### src/rtl/sort_stream_serializer_if.sv
// Handshake bundle for sort_stream_serializer: parallel sorted-vector input
// side and narrow element-stream output side.
interface sort_stream_serializer_if #(
  parameter int VALUE_BITS = 8,
  parameter int DEPTH      = 2
);
  localparam int SIZE = 1 << DEPTH;

  logic                                in_valid;
  logic                                in_ready;
  logic [SIZE-1:0][VALUE_BITS-1:0]     in;
  logic                                out_valid;
  logic                                out_ready;
  logic [VALUE_BITS-1:0]               out;
  logic                                out_last;

  modport master (
    output in_valid, in, out_ready,
    input  in_ready, out_valid, out, out_last
  );

  modport slave (
    input  in_valid, in, out_ready,
    output in_ready, out_valid, out, out_last
  );
endinterface

### src/rtl/sort_stream_serializer.sv
// Replays a parallel sorted vector as an element stream through a two-slot
// ping-pong buffer. Define SORT_STREAM_SERIALIZER_REVERSE_EN to emit index SIZE-1 first.
module sort_stream_serializer #(
  parameter int VALUE_BITS = 8,
  parameter int DEPTH      = 2,
  localparam int SIZE      = 1 << DEPTH
) (
  input logic                    clk,
  input logic                    rst,
  sort_stream_serializer_if.slave bus
);

  localparam logic [DEPTH-1:0] IDX_ZERO = {DEPTH{1'b0}};
  localparam logic [DEPTH-1:0] IDX_ALL1 = {DEPTH{1'b1}};
  localparam logic [DEPTH-1:0] IDX_ONE  = DEPTH'(1);

`ifdef SORT_STREAM_SERIALIZER_REVERSE_EN
  localparam logic [DEPTH-1:0] IDX_FIRST = IDX_ALL1;
  localparam logic [DEPTH-1:0] IDX_LAST  = IDX_ZERO;
`else
  localparam logic [DEPTH-1:0] IDX_FIRST = IDX_ZERO;
  localparam logic [DEPTH-1:0] IDX_LAST  = IDX_ALL1;
`endif

  // Occupancy of the ping-pong buffer doubles as the FSM state.
  typedef enum logic [1:0] {
    ST_EMPTY = 2'd0,
    ST_ONE   = 2'd1,
    ST_FULL  = 2'd2
  } state_t;

  state_t                          r_state;
  state_t                          w_state_nxt;
  logic                            r_wr_slot;
  logic                            r_rd_slot;
  logic [DEPTH-1:0]                r_idx;
  logic [DEPTH-1:0]                w_idx_nxt;
  logic [SIZE-1:0][VALUE_BITS-1:0] r_slot [2];

  logic                            w_in_ready;
  logic                            w_out_valid;
  logic                            w_accept;
  logic                            w_xfer;
  logic                            w_is_last;
  logic                            w_release;
  logic [VALUE_BITS-1:0]           w_out;

  // Handshake terms; ready/valid depend on registered state only.
  always_comb begin
    w_in_ready  = (r_state != ST_FULL);
    w_out_valid = (r_state != ST_EMPTY);
    w_accept    = bus.in_valid && w_in_ready;
    w_xfer      = w_out_valid && bus.out_ready;
    w_is_last   = (r_idx == IDX_LAST);
    w_release   = w_xfer && w_is_last;
  end

  // Occupancy next-state.
  always_comb begin
    w_state_nxt = r_state;
    case (r_state)
      ST_EMPTY: begin
        if (w_accept) begin
          w_state_nxt = ST_ONE;
        end else begin
          w_state_nxt = ST_EMPTY;
        end
      end
      ST_ONE: begin
        if (w_accept && !w_release) begin
          w_state_nxt = ST_FULL;
        end else if (w_release && !w_accept) begin
          w_state_nxt = ST_EMPTY;
        end else begin
          w_state_nxt = ST_ONE;
        end
      end
      ST_FULL: begin
        if (w_release) begin
          w_state_nxt = ST_ONE;
        end else begin
          w_state_nxt = ST_FULL;
        end
      end
      default: begin
        w_state_nxt = ST_EMPTY;
      end
    endcase
  end

  // Element index walks through the read slot and rewinds on the last transfer.
  always_comb begin
    w_idx_nxt = r_idx;
    if (w_xfer) begin
      if (w_is_last) begin
        w_idx_nxt = IDX_FIRST;
      end else begin
`ifdef SORT_STREAM_SERIALIZER_REVERSE_EN
        w_idx_nxt = r_idx - IDX_ONE;
`else
        w_idx_nxt = r_idx + IDX_ONE;
`endif
      end
    end else begin
      w_idx_nxt = r_idx;
    end
  end

  // Output element mux, forced to zero while nothing is buffered.
  always_comb begin
    w_out = {VALUE_BITS{1'b0}};
    if (w_out_valid) begin
      w_out = r_slot[r_rd_slot][r_idx];
    end else begin
      w_out = {VALUE_BITS{1'b0}};
    end
  end

  // Control registers.
  always_ff @(posedge clk) begin
    if (rst) begin
      r_state   <= ST_EMPTY;
      r_wr_slot <= 1'b0;
      r_rd_slot <= 1'b0;
      r_idx     <= IDX_FIRST;
    end else begin
      r_state <= w_state_nxt;
      r_idx   <= w_idx_nxt;
      if (w_accept) begin
        r_wr_slot <= ~r_wr_slot;
      end
      if (w_release) begin
        r_rd_slot <= ~r_rd_slot;
      end
    end
  end

  // Slot storage; captures the input vector only on accept.
  always_ff @(posedge clk) begin
    if (rst) begin
      r_slot[0] <= '0;
      r_slot[1] <= '0;
    end else if (w_accept) begin
      r_slot[r_wr_slot] <= bus.in;
    end
  end

  assign bus.in_ready  = w_in_ready;
  assign bus.out_valid = w_out_valid;
  assign bus.out       = w_out;
  assign bus.out_last  = w_out_valid && w_is_last;

endmodule

### src/flat_wrapper.sv
// flat-port wrapper written by rule: the top's interface ports become plain ports
module sort_stream_serializer_flat 
#(
  parameter int VALUE_BITS = 8,
  parameter int DEPTH      = 2,
  localparam int SIZE      = 1 << DEPTH
)
  (clk, rst, bus_in_valid, bus_in, bus_out_ready, bus_in_ready, bus_out_valid, bus_out, bus_out_last);
  sort_stream_serializer_if #(.VALUE_BITS(VALUE_BITS), .DEPTH(DEPTH)) bus_i ();
  input logic clk;
  input logic rst;
  input wire logic [$bits(bus_i.in_valid)-1:0] bus_in_valid;
  input wire logic [$bits(bus_i.in)-1:0] bus_in;
  input wire logic [$bits(bus_i.out_ready)-1:0] bus_out_ready;
  output wire logic [$bits(bus_i.in_ready)-1:0] bus_in_ready;
  output wire logic [$bits(bus_i.out_valid)-1:0] bus_out_valid;
  output wire logic [$bits(bus_i.out)-1:0] bus_out;
  output wire logic [$bits(bus_i.out_last)-1:0] bus_out_last;
  assign bus_i.in_valid = bus_in_valid;
  assign bus_i.in = bus_in;
  assign bus_i.out_ready = bus_out_ready;
  assign bus_in_ready = bus_i.in_ready;
  assign bus_out_valid = bus_i.out_valid;
  assign bus_out = bus_i.out;
  assign bus_out_last = bus_i.out_last;
  sort_stream_serializer #(.VALUE_BITS(VALUE_BITS), .DEPTH(DEPTH)) u_core (.clk(clk), .rst(rst), .bus(bus_i));
endmodule
### config.mk
export PLATFORM = sky130hd
export DESIGN_NAME = sort_stream_serializer_flat
export DESIGN_NICKNAME = d
export VERILOG_FILES = /design/src/rtl/sort_stream_serializer_if.sv /design/src/rtl/sort_stream_serializer.sv /design/src/flat_wrapper.sv
export SDC_FILE = /design/constraint.sdc
export NUM_CORES = 1
export LEC_CHECK = 0
export CAP_MARGIN = 20
export CORE_AREA = 2 2 82 84
export CTS_CLUSTER_SIZE = 12
export DETAILED_ROUTE_END_ITERATION = 16
export DIE_AREA = 0 0 84 86
export PLACE_DENSITY = 0.77
export RECOVER_POWER = 100
export SYNTH_ARGS = -nofsm -noshare
export SYNTH_HDL_FRONTEND = slang
export SYNTH_SLANG_ARGS = --single-unit
### constraint.sdc
create_clock -name clk -period 2.8 [get_ports clk]
set_clock_uncertainty 0.15 [all_clocks]
set_input_delay 0.56 -clock clk [delete_from_list [all_inputs] [get_ports clk]]
set_output_delay 0.56 -clock clk [all_outputs]
set_load 0.005 [all_outputs]
==> qor.txt <==
Antenna-violating nets left: 0
Max-Cap Viols: 0
Footprint of the multi-input gates: 1130 sq um
Crit path kind: reg2out
Synth top area share: 0.579
Crit path capture type: primary output
Dominant cell type by area after synthesis: edfxtp_1
Async SR Flop Fraction: 0
Mapped Cells: 242
Synth area leaders: edfxtp_1 (58%), mux2i_1 (10%), and2_1 (7.5%)
Worst skew pair latency: 0.34 ns
Worst slew pin tran: 0.838 ns
Critical R2R Launch: u_core.r_state[1]$_SDFF_PP0_
TritonRoute pass-1 iters: 6
Leakage: 1.47 nW
Fmax: 372 MHz
Worst r2r dst: u_core.r_slot[0][15]$_SDFFCE_PN0P_
Port Buffers: 46
Total CTS buffers: 9
Pwr per Cell Area: 586 nW/um^2
Post-synth top cells: edfxtp_1 (64), and2_1 (40), mux2i_1 (34)
Status: complete, no violations
Residual DRC count: 0
CP required: 2.09 ns
Synth Net Count: 280
RSZ-0062 raised after global routing: false
Count of buffer and inverter cells on the critical path: 2
Core area: 6280 sq um
Seq/Total Area, Yosys: 0.621
Distinct cells, synth: 30
Critical-path cell list: buf_12, mux2i_1, a22oi_1, and3_1, clkdlybuf4s50_1
H-tree levels: 3
Largest stage delay, worst path: 0.50 ns
Worst hold path class: reg2reg
Tot GR Track Use: 0.179
N_diodes: 0
# IOs: 47
Die area: 7220 sq um
Slowest CP cell: clkdlybuf4s50_1
Clk root buf: clkbuf_8
Clk buf depth: 2
Maximum VDD drop: 368 uV
Worst Path Max Fanout: 32
Hpwl dp: 4.06 mm
Hold Startpoint: u_core.r_rd_slot$_SDFFE_PP0P_
Fin nets: 332
Share of layout cells above drive strength 1: 0.164
CTS tree: yes
Worst EP arrival: 1.98 ns
Postcts setup bufs: 0
Storage element area: 2060 sq um
Global-route wire length before repair: 9.67 mm
Minimum clock period: 2.69 ns
Syn-to-layout area delta: 21.8%
Drt via density: 5.30
Post-cts sizing count: 0
Slew Viols, Final: 0
Top-count cell post-synth: edfxtp_1
Register-to-Register Setup Slack: 0.62 ns
Setup TNS: 0 ns
Worst-path clk slew: 0.07 ns
DR vias: 1994
Reg2reg path depth: 5
Gr ovfl total: 0
Max-slew headroom: 0.442
Fillers: 485
Critical Path Source Type: flip-flop
Initial Util: 0.529
Drt wl/cell: 16.1 um
Post-Syn Area: 3320 sq um
Finish-stage setup viols: 0
Number of global-route vias before repair: 1985
Final Hold Vio Count: 0
Placer Congestion: 0.768
DRT Wirelength: 6.06 mm
Total power: 2.37 mW
Initial antenna violation count: 0
Hold_buf cts: 0
Post-synth top flop: edfxtp_1
Worst path top cell family by delay: buffers and inverters
Synthesized area per cell: 13.7 sq um
Final period utilization: 0.960
Post-synth EDFFs: 64
Die height: 86 um
Largest net degree at the start of global routing: 33
Hold Path Depth: 2
Yosys Warn Count: 0
CTS Sinks: 71
Seq cells post-synth: 71
# rows: 29
Die width: 84 um
DR iter-0 viols: 138
## cell type report
type                    count  area share
flip-flops and latches     71       0.510
multi-input cells         152       0.279
repair buffers             56       0.131
clock buffers              10      0.0315
well taps                  77      0.0238
clock inverters             6      0.0210
inverters                   4     0.00371
## state kept, by name, summed over array words and instances (netlist names), named ones only
name	cells
u_core.r_wr_slot	1
u_core.r_state	2
u_core.r_idx	2
u_core.r_rd_slot	1
u_core.r_slot	64
## layout by cell type, fill, tap and decap left out, drive strengths merged, types with 4 or more instances in the layout
cell	Yosys	routed
and2	65	65
clkbuf	9	16
dlygate4sd3	0	5
clkinv	0	4
nor2b	4	4
mux2i	34	34
edfxtp	64	64
inv	4	4
and3	8	8
clkdlybuf4s50	0	41
nor2	7	7
buf	6	4
dfxtp	7	7
a22oi	16	16
## power breakdown
group	internal, mW	total, mW	switching, mW	leakage (nW)
Clock	0.499	0.861	0.363	0.106
Sequential	1.24	1.26	0.0246	0.737
Combinational	0.130	0.249	0.119	0.632
## worst max-delay path by stage
stage | cells past startpoint | end | start
global placement | 5 | u_core.r_slot[1][12]$_SDFFCE_PN0P_ | bus_in_valid
CTS | 5 | bus_out[5] | flip-flop
floorplan | 2 | u_core.r_slot[0][0]$_SDFFCE_PN0P_ | rst
finish | 5 | bus_out[5] | flip-flop
global route | 5 | bus_out[7] | flip-flop
detailed placement | 5 | u_core.r_slot[1][13]$_SDFFCE_PN0P_ | bus_in_valid
## per-layer routing
layer  GRT usage  up-vias  part of all wire
met1       0.220      957              0.44
met4      0.0674        0            0.0097
met5           0        -                 0
met2       0.306       50              0.50
li1            -      981                 -
met3      0.0462        6             0.048
## kinds of logic (layout without fill, tap and decap cells)
| kind of cell | count (synthesis) | after routing | synth area share |
|---|---|---|---|
| XOR/XNOR | 2 | 2 | 0.00528 |
| adder cells (fa/ha/maj) | 2 | 2 | 0.00753 |
| AND/OR/NAND/NOR | 91 | 91 | 0.186 |
| flip-flops | 71 | 71 | 0.621 |
| multiplexers | 34 | 34 | 0.102 |
| buffers and inverters | 19 | 76 | 0.0283 |
| AO/OA/AOI/OAI | 23 | 23 | 0.0494 |
## through the flow
step | util | cells | hold WS, ns | setup slack (ns) | instance area [sq um]
finish | 0.644 | 376 | 0.367 | 0.113 | 4050
global route | 0.644 | 376 | 0.387 | 0.00580 | 4050
CTS | 0.655 | 376 | 0.376 | 0.0838 | 4110
detailed placement | 0.621 | 360 | 0.361 | 0.409 | 3900
global placement | 0.621 | 360 | 0.338 | 0.441 | 3900
floorplan | - | 242 | 0.322 | 0.662 | 3320
## worst reg2reg max path, stage by stage, from the launching register on
cell and delay, ns:
dfxtp_1 0.41, nor2b_1 0.41, inv_1 0.10, nand3_1 0.12
nand2b_1 0.06, clkbuf_2 0.49
(Power assumes the default switching activity.)
